--- src/rtl/exec_unit_pkg.sv ---
// exec_pkg: shared types for the eightbit execute stage.
//   - instruction type encodings (inst_type field from decode)
//   - ALU operation codes (op_addr[2:0] for ALU instructions)
//   - execute FSM state enum
//   - DATA_W: architectural data width
package exec_pkg;

    localparam int unsigned DATA_W = 8;

    typedef enum logic [1:0] {
        IT_AMEM = 2'b00,
        IT_BMEM = 2'b01,
        IT_ALU  = 2'b10,
        IT_JMP  = 2'b11
    } inst_e;

    typedef enum logic [2:0] {
        ALU_ADD = 3'b000,
        ALU_SUB = 3'b001,
        ALU_AND = 3'b010,
        ALU_OR  = 3'b011,
        ALU_XOR = 3'b100,
        ALU_NOT = 3'b101,
        ALU_MOV = 3'b110,
        ALU_SWP = 3'b111
    } alu_op_e;

    typedef enum logic [2:0] {
        S_IDLE,
        S_RD,
        S_WB,
        S_WR,
        S_EXEC,
        S_DONE
    } state_e;

endpackage

--- src/rtl/exec_unit_alu.sv ---
// exec_alu: combinational ALU for the execute stage.
// Ports:
//   a, b      in   current A/B register values
//   op        in   ALU operation code
//   result_a  out  new A value (A unchanged unless the op writes it)
//   result_b  out  new B value (equals b unless writes_b)
//   z         out  zero flag of the written register (B for MOV, new A otherwise)
//   c         out  carry/borrow for ADD/SUB, 0 for logic ops; meaningless
//                  for MOV/SWP, where the caller keeps the old carry
//   writes_b  out  op writes B (MOV/SWP); also marks the carry-preserving ops
module exec_alu
    import exec_pkg::*;
(
    input  logic [DATA_W-1:0] a,
    input  logic [DATA_W-1:0] b,
    input  alu_op_e           op,
    output logic [DATA_W-1:0] result_a,
    output logic [DATA_W-1:0] result_b,
    output logic              z,
    output logic              c,
    output logic              writes_b
);

    logic [DATA_W:0] sum;

    always_comb begin
        result_a = a;
        result_b = b;
        c        = 1'b0;
        writes_b = 1'b0;
        sum      = '0;
        case (op)
            ALU_ADD: begin
                sum      = {1'b0, a} + {1'b0, b};
                result_a = sum[DATA_W-1:0];
                c        = sum[DATA_W];
            end
            ALU_SUB: begin
                result_a = a - b;
                c        = (a < b);
            end
            ALU_AND: result_a = a & b;
            ALU_OR:  result_a = a | b;
            ALU_XOR: result_a = a ^ b;
            ALU_NOT: result_a = ~a;
            ALU_MOV: begin
                result_b = a;
                writes_b = 1'b1;
            end
            ALU_SWP: begin
                result_a = b;
                result_b = a;
                writes_b = 1'b1;
            end
            default: ;
        endcase
        z = (op == ALU_MOV) ? (result_b == '0) : (result_a == '0);
    end

endmodule

--- src/rtl/exec_unit.sv ---
// exec_unit: execute stage of the eightbit core.
// Accepts one decoded instruction per en strobe in IDLE, performs the
// memory load/store, ALU op or jump, and reports the next PC with ready.
// Ports:
//   clk, rst_n            clock, synchronous active-low reset
//   en                    decode-ready strobe (ignored unless IDLE)
//   inst_type, op_addr,   decoded instruction fields
//   srcdst, pc_in
//   mem_data_in           data memory read data (one cycle after mem_addr)
//   mem_addr,             data memory address / store data / write strobe
//   mem_data_out, mem_we
//   pc_out, pc_load       next PC and jump-taken, valid with ready
//   ready, busy           completion pulse / instruction in flight
//   reg_a, reg_b          accumulators
//   flag_z, flag_c        zero / carry flags
//   retired_cnt           retired-instruction counter, present only when
//                         EXEC_RETIRE_CNT_EN is defined
module exec_unit
    import exec_pkg::*;
#(
    parameter logic [7:0] DATA_BASE = 8'h00,
    parameter logic [1:0] JMP_PAGE  = 2'b00
) (
    input  logic              clk,
    input  logic              rst_n,
    input  logic              en,
    input  logic [1:0]        inst_type,
    input  logic [5:0]        op_addr,
    input  logic              srcdst,
    input  logic [7:0]        pc_in,
    input  logic [DATA_W-1:0] mem_data_in,
    output logic [7:0]        mem_addr,
    output logic [DATA_W-1:0] mem_data_out,
    output logic              mem_we,
    output logic [7:0]        pc_out,
    output logic              pc_load,
    output logic              ready,
    output logic              busy,
    output logic [DATA_W-1:0] reg_a,
    output logic [DATA_W-1:0] reg_b,
    output logic              flag_z,
`ifdef EXEC_RETIRE_CNT_EN
    output logic              flag_c,
    output logic [15:0]       retired_cnt
`else
    output logic              flag_c
`endif
);

    state_e            state_q, state_d;
    inst_e             type_q, type_d;
    logic [5:0]        addr_q, addr_d;
    logic              sd_q, sd_d;
    logic [7:0]        pc_q, pc_d;
    logic [DATA_W-1:0] a_q, a_d, b_q, b_d;
    logic              z_q, z_d, c_q, c_d;
    logic [7:0]        maddr_q, maddr_d;
    logic [DATA_W-1:0] wdata_q, wdata_d;
    logic [7:0]        pc_out_q, pc_out_d;
    logic              pc_load_q, pc_load_d;
`ifdef EXEC_RETIRE_CNT_EN
    logic [15:0]       cnt_q, cnt_d;
`endif

    logic [DATA_W-1:0] alu_a, alu_b;
    logic              alu_z, alu_c, alu_wb;
    logic              taken;

    exec_alu u_alu (
        .a        (a_q),
        .b        (b_q),
        .op       (alu_op_e'(addr_q[2:0])),
        .result_a (alu_a),
        .result_b (alu_b),
        .z        (alu_z),
        .c        (alu_c),
        .writes_b (alu_wb)
    );

    always_ff @(posedge clk) begin
        if (!rst_n) begin
            state_q   <= S_IDLE;
            type_q    <= IT_AMEM;
            addr_q    <= '0;
            sd_q      <= 1'b0;
            pc_q      <= '0;
            a_q       <= '0;
            b_q       <= '0;
            z_q       <= 1'b0;
            c_q       <= 1'b0;
            maddr_q   <= '0;
            wdata_q   <= '0;
            pc_out_q  <= '0;
            pc_load_q <= 1'b0;
`ifdef EXEC_RETIRE_CNT_EN
            cnt_q     <= '0;
`endif
        end else begin
            state_q   <= state_d;
            type_q    <= type_d;
            addr_q    <= addr_d;
            sd_q      <= sd_d;
            pc_q      <= pc_d;
            a_q       <= a_d;
            b_q       <= b_d;
            z_q       <= z_d;
            c_q       <= c_d;
            maddr_q   <= maddr_d;
            wdata_q   <= wdata_d;
            pc_out_q  <= pc_out_d;
            pc_load_q <= pc_load_d;
`ifdef EXEC_RETIRE_CNT_EN
            cnt_q     <= cnt_d;
`endif
        end
    end

    always_comb begin
        state_d   = state_q;
        type_d    = type_q;
        addr_d    = addr_q;
        sd_d      = sd_q;
        pc_d      = pc_q;
        a_d       = a_q;
        b_d       = b_q;
        z_d       = z_q;
        c_d       = c_q;
        maddr_d   = maddr_q;
        wdata_d   = wdata_q;
        pc_out_d  = pc_out_q;
        pc_load_d = pc_load_q;
        taken     = 1'b0;
`ifdef EXEC_RETIRE_CNT_EN
        cnt_d     = cnt_q;
`endif
        case (state_q)
            S_IDLE: begin
                if (en) begin
                    type_d = inst_e'(inst_type);
                    addr_d = op_addr;
                    sd_d   = srcdst;
                    pc_d   = pc_in;
                    if (inst_type == IT_AMEM || inst_type == IT_BMEM) begin
                        // Address (and store data) are registered on accept so
                        // they are already on the port during RD/WR.
                        maddr_d = DATA_BASE + {2'b00, op_addr};
                        if (srcdst) begin
                            wdata_d = (inst_type == IT_AMEM) ? a_q : b_q;
                            state_d = S_WR;
                        end else begin
                            state_d = S_RD;
                        end
                    end else begin
                        state_d = S_EXEC;
                    end
                end
            end
            S_RD: state_d = S_WB;
            S_WB: begin
                if (type_q == IT_AMEM) a_d = mem_data_in;
                else                   b_d = mem_data_in;
                z_d       = (mem_data_in == '0);
                pc_out_d  = pc_q + 8'd1;
                pc_load_d = 1'b0;
                state_d   = S_DONE;
            end
            S_WR: begin
                pc_out_d  = pc_q + 8'd1;
                pc_load_d = 1'b0;
                state_d   = S_DONE;
            end
            S_EXEC: begin
                if (type_q == IT_JMP) begin
                    taken     = !sd_q || z_q;
                    pc_out_d  = taken ? {JMP_PAGE, addr_q} : pc_q + 8'd1;
                    pc_load_d = taken;
                end else begin
                    a_d       = alu_a;
                    b_d       = alu_b;
                    z_d       = alu_z;
                    // MOV/SWP (the B-writing ops) keep the old carry.
                    c_d       = alu_wb ? c_q : alu_c;
                    pc_out_d  = pc_q + 8'd1;
                    pc_load_d = 1'b0;
                end
                state_d = S_DONE;
            end
            S_DONE: begin
                pc_load_d = 1'b0;
`ifdef EXEC_RETIRE_CNT_EN
                cnt_d     = cnt_q + 16'd1;
`endif
                state_d   = S_IDLE;
            end
            default: state_d = S_IDLE;
        endcase
    end

    assign mem_addr     = maddr_q;
    assign mem_data_out = wdata_q;
    assign mem_we       = (state_q == S_WR);
    assign pc_out       = pc_out_q;
    assign pc_load      = pc_load_q;
    assign ready        = (state_q == S_DONE);
    assign busy         = (state_q != S_IDLE);
    assign reg_a        = a_q;
    assign reg_b        = b_q;
    assign flag_z       = z_q;
    assign flag_c       = c_q;
`ifdef EXEC_RETIRE_CNT_EN
    assign retired_cnt  = cnt_q;
`endif

endmodule

--- config.mk ---
export PLATFORM = sky130hd
export DESIGN_NAME = exec_unit
export DESIGN_NICKNAME = d
export VERILOG_FILES = /design/src/rtl/exec_unit_pkg.sv /design/src/rtl/exec_unit_alu.sv /design/src/rtl/exec_unit.sv
export SDC_FILE = /design/constraint.sdc
export NUM_CORES = 1
export LEC_CHECK = 0
export ABC_AREA = 1
export BUFFER_PORTS_ARGS = -buffer_cell sky130_fd_sc_hd__buf_4
export CAP_MARGIN = 0
export CORE_UTILIZATION = 30
export CTS_BUF_LIST = sky130_fd_sc_hd__clkbuf_8
export DETAILED_ROUTE_END_ITERATION = 16
export PLACE_DENSITY = 0.52
export REMOVE_ABC_BUFFERS = 1
export SYNTH_ARGS = -nofsm -noshare
export SYNTH_HDL_FRONTEND = slang
export SYNTH_SLANG_ARGS = --single-unit
--- constraint.sdc ---
create_clock -name clk -period 2.5 [get_ports clk]
set_input_delay 0.5 -clock clk [delete_from_list [all_inputs] [get_ports clk]]
set_output_delay 0.5 -clock clk [all_outputs]
set_load 0.01 [all_outputs]
# ---- After elaboration in Yosys (flattened, before gate mapping)
# Cells that the tools add are included.
dict set report op_classes {
  addsub 3
  mul 0
  div 0
  n_lt_le_gt_ge 1
  eq_ne 18
  shifts 0
  muxes 23
  bitwise 6
  reduce_logical 25
}
# op count
set ops {}
lappend ops {{$mux W8} 8}
lappend ops {{$pmux W8 S7} 1}
lappend ops {{$pmux W8 S2} 3}
lappend ops {{$logic_not A8 Y1} 3}
lappend ops {{$eq A3 B3 Y1 const B} 6}
lappend ops {{$eq A3 B2 Y1 const B} 4}
lappend ops {{$reduce_and A3 Y1} 4}
lappend ops {{$add A8 B8 Y9} 1}
lappend ops {{$pmux W3 S3} 1}
lappend ops {{$add A8 B1 Y8 const B} 1}
lappend ops {{$and A8 B8 Y8} 1}
lappend ops {{$lt A8 B8 Y1} 1}
lappend ops {{$ne A2 B2 Y1 const B} 4}
lappend ops {{$not A8 Y8} 1}
lappend ops {{$or A8 B8 Y8} 1}
lappend ops {{$sub A8 B8 Y8} 1}
lappend ops {{$xor A8 B8 Y8} 1}
lappend ops {{$eq A3 B1 Y1 const B} 2}
lappend ops {{$logic_not A3 Y1} 2}
lappend ops {{$mux W3} 2}
lappend ops {{$pmux W1 S2} 3}
lappend ops {{$reduce_bool A2 Y1} 3}
lappend ops {{$reduce_or A3 Y1} 2}
lappend ops {{$logic_not A2 Y1} 2}
lappend ops {{11 further kinds} 18}
dict set report word_totals {
  register_bits 61
  latchBits 0
  ramBits 0
  romBits 0
  output_inout_bits 46
  wordCells 89
  memories 0
}

# ---- Longest topological paths before layout
# Gate-level depths: netlist of the first run.
dict set report logic_depth {
  word_depth 7
  depth_mapped 17
  mapped_depth_nobuf 17
}

# ---- Modules after synthesis
# Synthesis of the first run repeated with hierarchy kept, for this count alone.
dict set report unflattened {
  hier_cells 723
  area_unflattened_um2 4479.3
}
# mod instances cells_each area_per_inst_um2 seq_area_each_um2
set by_module_without_submodules {}
lappend by_module_without_submodules {exec_unit 1 420 2870.3 1221.2}
lappend by_module_without_submodules {exec_alu 1 303 1609.0 0.0}

# ---- Worst setup path before layout of the first run
# No wires, ideal clock.
dict set report synth_timing {
  path_kind {register to register}
  from {register a_q[1] (netlist: reg_a[1])}
  to {register z_q (netlist: flag_z)}
  setup_ns 0.070
  arrival_ns 1.956
  setup_slack_ns 0.475
  path_stages_with_launch 16
  path_buffers 0
  period_less_slack_ns 2.025
  path_cell_list {dfxtp_1 inv_1 fa_1 inv_1 nand3_1 nand2_1 nand2_1 nand3_1 nand3_1 nor2_1 nand2_1 nor2_1 nand4_1 nand2_1 nand2_1 a21oi_1}
}
dict set report synth_via {
  elab_chain_cells 6
  word_cells_on_any_way 13
  classes_between {2 x add/sub; 5 x mux; 4 x bitwise; 2 x reduce/logical}
}
# element line_no
set synth_rtl {}
lappend synth_rtl {{from (decl)} exec_unit.sv:55} ;# logic [DATA_W-1:0] a_q, a_d, b_q, b_d;
lappend synth_rtl {{from (signal assigned)} exec_unit.sv:87} ;# a_q <= '0;
lappend synth_rtl {{from (signal assigned)} exec_unit.sv:104} ;# a_q <= a_d;
lappend synth_rtl {{$sub A8 B8 Y8 (tied with other cells)} exec_unit_alu.sv:39} ;# result_a = a - b;
lappend synth_rtl {{$pmux W8 S7} exec_unit_alu.sv:32} ;# case (op)
lappend synth_rtl {{$logic_not A8 Y1} exec_unit_alu.sv:57} ;# z = (op == ALU_MOV) ? (result_b == '0) : (result_a == '0);
lappend synth_rtl {{$mux W1 (*)} exec_unit_alu.sv:57}
lappend synth_rtl {{$mux W1 (*)} exec_unit.sv:173} ;# if (type_q == IT_JMP) begin
lappend synth_rtl {{$pmux W1 S2 (*)} exec_unit.sv:136} ;# case (state_q)
lappend synth_rtl {{to (signal assigned)} exec_unit.sv:106} ;# z_q <= z_d;
lappend synth_rtl {{to (decl)} exec_unit.sv:56} ;# logic z_q, z_d, c_q, c_d;
# Mark *: on every way between the ends. The rest lies on a longest branch, timed or not. The select of a mux whose other input is x is not followed.
# A chain may end at the register's enable or synchronous reset.

# ---- Worst setup path in the final report of the first run
dict set report layout_timing {
  from {register b_q[0] (netlist: reg_b[0])}
  to {register z_q (netlist: flag_z)}
}
dict set report layout_via {
  elab_chain_cells 6
  word_cells_on_any_way 12
  classes_between {2 x add/sub; 5 x mux; 3 x bitwise; 2 x reduce/logical}
}
# element line_no
set layout_rtl {}
lappend layout_rtl {{from (decl)} exec_unit.sv:55}
lappend layout_rtl {{from (signal assigned)} exec_unit.sv:88} ;# b_q <= '0;
lappend layout_rtl {{from (signal assigned)} exec_unit.sv:105} ;# b_q <= b_d;
lappend layout_rtl {{$sub A8 B8 Y8 (tied with other cells)} exec_unit_alu.sv:39}
lappend layout_rtl {{$pmux W8 S7} exec_unit_alu.sv:32}
lappend layout_rtl {{$logic_not A8 Y1} exec_unit_alu.sv:57}
lappend layout_rtl {{$mux W1 (*)} exec_unit_alu.sv:57}
lappend layout_rtl {{$mux W1 (*)} exec_unit.sv:173}
lappend layout_rtl {{$pmux W1 S2 (*)} exec_unit.sv:136}
# Marked as above.

==> metrics, run 1 <==
outcome=complete, no violations; layout cell share with drive strength beyond 1=0.178; CP max stage cell=fa_1; row count=42; FF-to-FF path depth=16; Die Y=119 microns; register area share after synthesis=0.296; CTS Buffer Depth=2; leakage power=2.37 nW; gr usage total=0.202; Reg power frac=0.292; Setup Crit Path Kind=reg2reg; post-synthesis cell area=4130 sq um; CP Cell Sequence=ha_1 > inv_1 > fa_1 > inv_1 > nand3_1 > nand2_1 > nand2_1 > nand3_1 > nand3_1 > nor2_1 > nand2_1 > nor2_1 > nand4_1 > nand2_1 > nand2_1 > a21oi_1; gr ovfl total=0; gr busiest metal=met2; R2R Path Start=reg_b[0]$_SDFFE_PN0P_; routing usage on met2=0.340; max cap viols=0; DP HPWL=10800 microns; core area=13300 sq um; nets@finish=771; Hold Crit Start=pc_in[7]; antenna viol nets, final=0; clk_skew=0.0102 ns; RSZ-0062 raised after global routing=no; WP data required=2.79 ns; EDFF count, synth=0; RePlAce Congestion=0.875; area added between synthesis and finish=23.8%; initial DRC count=380; pre-CTS setup slack=0.189 ns; met1 usage=0.259; CTS tree=done; peak supply drop=0.342 mV; First-pass DRT Iterations=5; first-pass GRT wire length=22300 microns; switching share of power=0.437; Slew headroom=0.548; Final WS setup=0.236 ns; yosys warns=0; Die ar.=14200 sq um; root buffer cell=clkbuf_8; Worst Max-Slew Pin Slew=0.676 ns; Cells after Synth=640; R2R Path End=flag_z$_SDFFE_PN0P_; CP Max Fanout=7; number of fill cells=1481; min cycle time layout=2.26 ns; fin crit share=0.906; Placement Cell Area=4890 sq um; clock sink count=61; net load switching power=1.95 mW; Worst Hold Class=in2reg; DR vias=4565; crit path from=reg_b[0]$_SDFFE_PN0P_; Die X=119 microns; worst hold path depth=3; H-tree depth=3; Comb pwr share=0.489; Fmax achieved=442 MHz; ANT cells=0; starting density of the core=0.309; crit-path most repeated cell=nand2_1; fin. max-slew vios=0; Sum Neg Setup Slack=0 ns; Cell variety after synth=36; WHS Endpoint=pc_q[7]$_SDFFE_PN0P_; placed insts=881; setup violators final=0; synthesized area per cell=6.45 sq um; Reg clk slew, reported paths=0.07 ns; Seq cells post-synth=61; WL per Instance=15.7 microns; vias in the first global route=4269; routing usage on met3=0.0431; startpoint types=register; ys async rst share=0; hold_ws=0.368 ns; I/O Buffers=71; R2R setup slack=0.24 ns; Post-synth top flop=dfxtp_1; largest net degree at the start of global routing=43; initial antenna violation count=0; I/O pins=74; worst skew pair latency=0.35 ns; CTS Buf Count=9; Crit. End Element=register; slowest stage delay, CP=0.42 ns; WL final=14100 microns; Layout Cells excl Fill=896; CP arrival=2.55 ns; setup bufs post-CTS=0; DRC=0; final hold viol count=0; Final Cell Area=5110 sq um; internal power=2.52 mW; clock group share of total power=0.218; vias per cell=5.09; PD cells=874 nW/um^2
-- worst max path at each step --
stage | slack (ns) | endpoint
final | 0.24 | flag_z$_SDFFE_PN0P_
after global routing | 0.008 | flag_z$_SDFFE_PN0P_
after CTS | 0.18 | flag_z$_SDFFE_PN0P_
after detailed placement | 0.19 | flag_z$_SDFFE_PN0P_
after global placement | 0.27 | flag_z$_SDFFE_PN0P_
after floorplan | 0.44 | flag_z$_SDFFE_PN0P_
-- cell usage after synthesis (2+ instances only) --
cell type  count  area (sq um)
nand2_1      149           559
o21ai_0       80           400
inv_1         70           263
dfxtp_1       61          1220
nor2_1        56           210
nand3_1       52           260
a21oi_1       36           180
ha_1          25           313
a31oi_1       17           106
clkbuf_1      12          45.0
nand4_1       10          62.6
inv_2          8          30.0
buf_2          7          35.0
nor3_1         7          35.0
xor2_1         7          61.3
o21ai_1        6          30.0
buf_4          5          37.5
a211oi_1       4          30.0
o211ai_1       4          30.0
nor2_2         3          18.8
nor2_4         3          33.8
fa_1           2          40.0
nand2_4        2          22.5
or2_2          2          12.5
-- sequential cells by signal, summed over array words and instances, names as in the netlist --
| name | count |
|---|---|
| pc_load | 1 |
| flag_z | 1 |
| type_q | 2 |
| mem_data_out | 8 |
| addr_q | 6 |
| mem_addr | 6 |
| pc_out | 8 |
| flag_c | 1 |
| reg_b | 8 |
| reg_a | 8 |
| sd_q | 1 |
| pc_q | 8 |
| state_q | 3 |
-- cells by family (layout without fill, tap and decap cells) --
group                    count (synthesis)  after routing  synth area share
adder cells (fa/ha/maj)                 27             27            0.0855
AO/OA/AOI/OAI                          149            149             0.193
AND/OR/NAND/NOR                        289            289             0.304
buffers and inverters                  105            184             0.104
other                                    1              2          0.000909
XOR/XNOR                                 8              8            0.0170
flip-flops                              61             61             0.296
-- cell usage in the layout, fill, tap and decap left out --
cell,n
nand2_1,149
buf_4,90
o21ai_0,80
inv_1,71
dfxtp_1,59
nor2_1,56
nand3_1,52
a21oi_1,36
ha_1,25
a31oi_1,17
nand4_1,10
clkbuf_8,10
inv_2,8
xor2_1,7
nor3_1,7
o21ai_1,6
o211ai_1,4
a211oi_1,4
nor2_2,3
nor2_4,3
or2_2,2
nand2_4,2
fa_1,2
conb_1,2
bufinv_16,2
dfxtp_2,2
nor3_2,1
clkinv_1,1
nand3_2,1
nand2_2,1
xnor2_1,1
a21oi_2,1
and2_1,1
nor4_1,1
o311ai_0,1
clkinvlp_4,1
clkinv_2,1
-- worst max-delay path: cells and delay by family (launching register included) --
kind / cells / cell delay [ns]
AO/OA/AOI/OAI: 1 / 0.11
adder cells (fa/ha/maj): 2 / 0.62
buffers and inverters: 2 / 0.16
flip-flops: 1 / 0.39
AND/OR/NAND/NOR: 11 / 0.93
-- what timing repair did --
action	4_1_cts	5_1_grt
gates resized for setup	0	2
hold buffers	0	0
setup endpoints to repair	0	1
-- layer usage --
layer  up-vias  part of all wire
li1       2254                 -
met1      2125              0.45
met2       165              0.48
met3        21             0.057
met4         0             0.015
met5         -                 0
-- final cells by class --
type | instances | area (sq um) | share of cell area
inverters | 79 | 297 | 0.0580
clock inverters | 5 | 76.3 | 0.0149
multi-input cells | 475 | 2480 | 0.485
repair buffers | 90 | 676 | 0.132
well taps | 176 | 220 | 0.0431
flip-flops and latches | 61 | 1220 | 0.240
clock buffers | 10 | 138 | 0.0269
-- stage by stage --
step / utilization / power (mW)
floorplan: - / 2.64
global placement: 0.367 / 3.47
detailed placement: 0.367 / 3.49
CTS: 0.383 / 4.48
global route: 0.383 / 4.80
finish: 0.383 / 4.47
-- power groups by stage --
stage | Clock, mW | Sequential (mW) | Combinational (mW)
2_1_floorplan | 0 | 1.37 | 1.27
3_3_place_gp | 0 | 1.32 | 2.16
3_5_place_dp | 0 | 1.32 | 2.17
4_1_cts | 1.00 | 1.30 | 2.18
5_1_grt | 1.04 | 1.33 | 2.42
6_report | 0.975 | 1.31 | 2.19
No activity file was read; power rests on OpenSTA's default activity.
==> inputs of run 2 (changes only) <==
ABC_AREA = not set   (was 1)
==> run 2 against run 1 <==
Clock-buffer cell count did not move. Via count fell by 5.8%. Synthesized cell count fell by 16%. Core utilization rose by 2.1 points. Register-to-register slack got worse by 0.15 ns. Global-route usage fell by 0.24 points. Non-clock buffer count rose by 31. Maximum frequency fell by 6.3%. Power fell by 19%.
==> metrics, run 2 <==
commonest non-fill, non-tap cell in the layout=buf_4; Die X=120 microns (+0.50%); Reg clk slew, reported paths=0.07 ns (about the same); placed insts=794 (-9.9%); vias in the first global route=4150 (-2.8%); gr usage total=0.200 (-0.00241); Reg power frac=0.326 (+0.034); max cap viols=0 (unchanged); area share of the leading cell type in the synthesized netlist=0.293 (-0.00302); post-synthesis cell area=4170 sq um (+1.0%); ANT cells=0 (unchanged); CP Max Fanout=4 (-3); Slew headroom=0.317 (-0.231); Yosys top cell by area=dfxtp_1; WP data required=2.76 ns (-0.03 ns); Setup Crit Path Kind=reg2reg; final hold viol count=0 (unchanged); Cells after Synth=536 (-16%); fin. max-slew vios=0 (unchanged); clock group share of total power=0.243 (+0.025); First-pass DRT Iterations=5 (unchanged); FF-to-FF path depth=10 (-6); CTS Buf Count=9 (unchanged); setup violators final=0 (unchanged); ys async rst share=0 (unchanged); clock sink count=61 (unchanged); starting density of the core=0.311 (+0.00196); initial antenna violation count=0 (unchanged); RePlAce Congestion=0.856 (-2.1%); number of fill cells=1428 (-3.6%); Commonest cells post-synth=nand2_1 (69), dfxtp_1 (61), nor2_1 (61); Cell variety after synth=74 (+110%); Tot Pwr=3.60 mW (-19%); Worst Max-Slew Pin Slew=1.02 ns (+0.345 ns); EDFF count, synth=0 (unchanged); CP Cell Sequence=inv_4 > ha_4 > inv_2 > fa_2 > mux2i_1 > o22ai_1 > a221oi_2 > nor4b_4 > nand3_1 > o41ai_2; Fmax achieved=414 MHz (-6.3%); leakage power=2.27 nW (-4.1%); Die ar.=14400 sq um (+1.0%); core area=13400 sq um (+0.39%); initial DRC count=312 (-18%); CTS tree=done; root buffer cell=clkbuf_8; synthesized area per cell=7.78 sq um (+21%); Die Y=120 microns (+0.50%); area added between synthesis and finish=30.0%; gr ovfl total=0 (unchanged); I/O Buffers=71 (unchanged); startpoint types=register; R2R Path Start=reg_a[0]$_SDFFE_PN0P_; net load switching power=1.36 mW (-30%); I/O pins=74 (unchanged); CP max stage cell=fa_2; most frequent cells in the layout=buf_4 (119), nand2_1 (69), nor2_1 (61); Comb pwr share=0.430 (-0.059); yosys warns=0 (unchanged); hold_ws=0.386 ns (+0.0188 ns); RSZ-0062 raised after global routing=yes; top-count cell post-synth=nand2_1; vias per cell=5.29 (+3.9%); worst skew pair latency=0.35 ns (about the same); WL final=14000 microns (-0.69%); largest net degree at the start of global routing=29 (-33%); DR vias=4298 (-5.8%); Crit. End Element=register; pre-CTS setup slack=-0.0278 ns (-0.217 ns); slowest stage delay, CP=0.42 ns (about the same); synth top area cells=dfxtp_1 (29%), ha_1 (7.5%), nand2_1 (6.2%); nets@finish=686 (-11%); register area share after synthesis=0.293 (-0.00302); Seq cells post-synth=61 (unchanged); PD cells=665 nW/um^2 (-24%); worst hold path depth=2 (-1); DP HPWL=10700 microns (-1.5%); WHS Endpoint=mem_addr[4]$_SDFFE_PN0P_; CTS Buffer Depth=2 (unchanged); CP arrival=2.67 ns (+0.12 ns); Final WS setup=0.0843 ns (-0.151 ns); R2R setup slack=0.08 ns (-0.15 ns); Final Cell Area=5420 sq um (+6.0%); layout cell share with drive strength beyond 1=0.278 (+0.101); Placement Cell Area=5130 sq um (+4.8%); row count=42 (unchanged); DRC=0 (unchanged); outcome=complete, no violations; R2R Path End=flag_z$_SDFFE_PN0P_; peak supply drop=0.269 mV (-21%); switching share of power=0.378 (-0.0584); clk_skew=0.00838 ns (-0.00187 ns); Hold Crit Start=op_addr[4]; first-pass GRT wire length=22100 microns (-0.86%); WL per Instance=17.3 microns (+9.6%); internal power=2.24 mW (-11%); antenna viol nets, final=0 (unchanged); min cycle time layout=2.42 ns (+0.151 ns); H-tree depth=3 (unchanged); Post-synth top flop=dfxtp_1; fin crit share=0.966 (+0.0606); Worst Hold Class=in2reg; Layout Cells excl Fill=812 (-9.4%)
==> run 2: final cells by class <==
cell class                 instances  area [sq um]  share of cell area
clock buffer                      10           138              0.0254
clock inverter                     6          55.1              0.0102
inverter                          30           115              0.0213
multi-input combinational        408          2730               0.503
sequential                        61          1230               0.227
tap                              176           220              0.0407
timing repair buffer             121           933               0.172
==> run 2: timing repair <==
item | in CTS | in global routing
hold buffers | 0 | 0
gates resized for setup | 1 | 24
setup endpoints to repair | 1 | 5
pin swaps | 0 | 11
buffers inserted | 0 | 2
==> run 2: kinds of logic (layout without fill, tap and decap cells) <==
| logic type | Yosys count | in the layout | share of synthesized area |
|---|---|---|---|
| DFF | 61 | 61 | 0.293 |
| other | 1 | 2 | 0.000900 |
| AOI/OAI and AO/OA | 155 | 155 | 0.267 |
| and+or+nand+nor | 198 | 198 | 0.223 |
| buffers and inverters | 68 | 167 | 0.0720 |
| xor gates and xnor gates | 11 | 11 | 0.0231 |
| adders and majority gates | 27 | 27 | 0.0847 |
| muxes | 15 | 15 | 0.0363 |
==> run 2: worst max-delay path by stage <==
stage,startpoint,to,slack [ns],cells past startpoint
detailed placement,reg_a[0]$_SDFFE_PN0P_,flag_z$_SDFFE_PN0P_,-0.03,11
finish,reg_a[0]$_SDFFE_PN0P_,flag_z$_SDFFE_PN0P_,0.08,10
CTS,reg_a[0]$_SDFFE_PN0P_,flag_z$_SDFFE_PN0P_,0.02,10
global route,reg_a[0]$_SDFFE_PN0P_,flag_z$_SDFFE_PN0P_,-0.05,10
global placement,reg_a[0]$_SDFFE_PN0P_,flag_z$_SDFFE_PN0P_,0.03,11
floorplan,state_q[2]$_SDFFE_PN0P_,pc_out[6]$_SDFFE_PN0P_,-0.41,5
==> run 2: worst max-delay path: cells and delay by family (launching register included) <==
kind / cells / cell delay (ns)
simple gates: 2 / 0.37
mux: 1 / 0.15
flops: 1 / 0.38
compound gates: 3 / 0.76
buf+inv: 2 / 0.09
fa+ha+maj: 2 / 0.57
==> run 2: power by group through the flow <==
| stage | clock network (mW) | logic [mW] | registers [mW] |
|---|---|---|---|
| after detailed placement | 0 | 1.49 | 1.19 |
| after global placement | 0 | 1.47 | 1.19 |
| final | 0.876 | 1.55 | 1.17 |
| after CTS | 0.902 | 1.50 | 1.17 |
| after global routing | 0.950 | 1.69 | 1.19 |
| after floorplan | 0 | 0.788 | 1.24 |
==> run 2: stage by stage <==
step           TNS [ns]   util
4_1_cts               0  0.397
3_5_place_dp    -0.0278  0.383
5_1_grt         -0.0528  0.404
2_1_floorplan     -4.45      -
6_report              0  0.404
3_3_place_gp          0  0.383
==> run 2: metal layers <==
metal,global-route usage,vias up,share of wire
li1,-,2091,-
met2,0.320,149,0.46
met4,0.0547,0,0.014
met1,0.275,2039,0.47
met5,0,-,0
met3,0.0333,19,0.056
==> inputs of run 3 (changes only) <==
ABC_CLOCK_PERIOD_IN_PS = 2500   (was not set)
CORE_ASPECT_RATIO = 1.5   (was not set)
==> run 3 against run 2 <==
Design area rose by 2.3%. Worst setup slack got worse by 0.020 ns. First-iteration DRC count fell by 51%. Routed wire length rose by 1.5%. Maximum frequency fell by 0.81%. Combinational power rose by 9%. Die area barely moved. Clock skew fell by 0.0031 ns. Power rose by 1.5%.
==> metrics, run 3 (synthesized netlist as in run 2, its figures left out) <==
DP HPWL=11200 microns (+4.5%); first-pass GRT wire length=22400 microns (+1.5%); commonest non-fill, non-tap cell in the layout=buf_4; CTS Buffer Depth=2 (unchanged); WP data required=2.74 ns (-0.02 ns); fin. max-slew vios=0 (unchanged); Comb pwr share=0.461 (+0.031); final core occ=0.410 (+0.00538); most frequent cells in the layout=buf_4 (138), nand2_1 (69), nor2_1 (61); row count=52 (+24%); Final WS setup=0.0646 ns (-0.0197 ns); Placement Cell Area=5230 sq um (+2.0%); nets@finish=704 (+2.6%); fin crit share=0.974 (+0.00788); initial DRC count=153 (-51%); Final Cell Area=5540 sq um (+2.3%); outcome=complete, no violations; WL final=14200 microns (+1.5%); Sum Neg Setup Slack=0 ns (unchanged); startpoint types=register; R2R Path Start=reg_a[0]$_SDFFE_PN0P_; Die Y=146 microns (+22%); RSZ-0062 raised after global routing=yes; DRC=0 (unchanged); vias in the first global route=4426 (+6.7%); largest net degree at the start of global routing=25 (-14%); Die X=98.2 microns (-18%); starting density of the core=0.308 (-0.00305); worst skew pair latency=0.34 ns (about the same); ANT cells=0 (unchanged); DR vias=4346 (+1.1%); antenna viol nets, final=0 (unchanged); Reg power frac=0.320 (-0.006); clock sink count=61 (unchanged); final hold viol count=0 (unchanged); Worst Max-Slew Pin Slew=0.962 ns (-0.0585 ns); clock group share of total power=0.219 (-0.024); Die ar.=14400 sq um (about the same); worst hold path depth=2 (unchanged); RePlAce Congestion=0.916 (+7.1%); placed insts=798 (+0.50%); setup violators final=0 (unchanged); vias per cell=5.33 (+0.74%); I/O pins=74 (unchanged); Fmax achieved=411 MHz (-0.81%); Layout Cells excl Fill=815 (+0.37%); leakage power=2.36 nW (+3.8%); area added between synthesis and finish=33.0%; gr ovfl total=0 (unchanged); First-pass DRT Iterations=5 (unchanged); gr usage total=0.199 (-0.00110); I/O Buffers=71 (unchanged); Setup Crit Path Kind=reg2reg; peak supply drop=0.382 mV (+42%); PD cells=659 nW/um^2 (-0.79%); R2R Path End=flag_z$_SDFFE_PN0P_; pre-CTS setup slack=-0.0848 ns (-0.0569 ns); core area=13500 sq um (+0.99%); R2R setup slack=0.06 ns (-0.02 ns); min cycle time layout=2.44 ns (+0.0197 ns); internal power=2.29 mW (+2.2%); clk_skew=0.00532 ns (-0.00306 ns); WL per Instance=17.4 microns (+1.1%); Worst Hold Class=in2reg; Slew headroom=0.356 (+0.0391); Hold Crit Start=op_addr[0]; Reg clk slew, reported paths=0.07 ns (about the same); switching share of power=0.374 (-0.00430); root buffer cell=clkbuf_8; WHS Endpoint=mem_addr[0]$_SDFFE_PN0P_; CTS tree=done; Crit. End Element=register; CP arrival=2.67 ns (about the same); initial antenna violation count=0 (unchanged); layout cell share with drive strength beyond 1=0.308 (+0.0295); CTS Buf Count=9 (unchanged); FF-to-FF path depth=11 (+1); number of fill cells=1425 (-0.21%); max cap viols=0 (unchanged); CP Max Fanout=4 (unchanged); net load switching power=1.37 mW (+0.37%); H-tree depth=3 (unchanged)
==> run 3: cell types whose count changed in the layout (fill, tap and decap cells not counted), moves of 2 or more <==
cell	change
dfxtp_2	+4
a2111oi_2	+2
clkbuf_8	+2
buf_4	+19
a2111oi_1	-2
dfxtp_4	-2
dfxtp_1	-2
==> run 3: metal layers <==
layer	GRT usage	vias up	share of wire
li1	-	2129	-
met1	0.202	2037	0.38
met5	0	-	0
met2	0.386	141	0.54
met4	0.106	0	0.040
met3	0.0254	39	0.039
==> run 3: worst max-delay path: stages (launching register included) <==
cell	delay, ns
dfxtp_2	0.36
buf_4	0.13
ha_4	0.13
inv_1	0.05
fa_2	0.50
or3_1	0.09
o21ai_1	0.08
a221oi_2	0.24
buf_4	0.15
nor4b_4	0.19
nand3_2	0.11
o41ai_2	0.30
==> run 3: how the worst max path moves through the flow <==
stage,from,cells past startpoint,endpoint
after floorplan,state_q[2]$_SDFFE_PN0P_,5,pc_out[6]$_SDFFE_PN0P_
after global placement,reg_a[1]$_SDFFE_PN0P_,10,reg_a[5]$_SDFFE_PN0P_
after detailed placement,reg_a[0]$_SDFFE_PN0P_,11,flag_z$_SDFFE_PN0P_
after CTS,reg_a[0]$_SDFFE_PN0P_,12,flag_z$_SDFFE_PN0P_
after global routing,reg_a[0]$_SDFFE_PN0P_,12,flag_z$_SDFFE_PN0P_
final,reg_a[0]$_SDFFE_PN0P_,11,flag_z$_SDFFE_PN0P_
==> run 3: power groups by stage <==
| stage | logic, mW | clock network (mW) | registers (mW) |
|---|---|---|---|
| floorplan | 0.788 | 0 | 1.24 |
| global placement | 1.57 | 0 | 1.18 |
| detailed placement | 1.58 | 0 | 1.19 |
| CTS | 1.59 | 0.819 | 1.17 |
| global route | 1.84 | 0.862 | 1.18 |
| finish | 1.69 | 0.800 | 1.17 |
==> run 3: repair_timing <==
| item | CTS | global route |
|---|---|---|
| buffers inserted | 0 | 2 |
| hold buffers | 0 | 0 |
| pin swaps | 1 | 9 |
| setup endpoints to repair | 2 | 4 |
| endpoints found under the hold margin | 0 | 0 |
| resized for setup | 5 | 24 |
==> run 3: through the flow <==
step | power, mW | hold slack, ns
CTS | 3.58 | 0.376
detailed placement | 2.77 | 0.455
finish | 3.66 | 0.386
global route | 3.89 | 0.389
global placement | 2.76 | 0.458
floorplan | 2.03 | 0.443
==> run 3: cell type report <==
class | instances | area, sq um | share of cell area
inverters | 30 | 113 | 0.0203
repair buffers | 139 | 1060 | 0.191
well taps | 162 | 203 | 0.0366
flip-flops and latches | 61 | 1230 | 0.221
multi-input cells | 408 | 2770 | 0.499
clock inverters | 3 | 12.5 | 0.00226
clock buffers | 12 | 165 | 0.0298
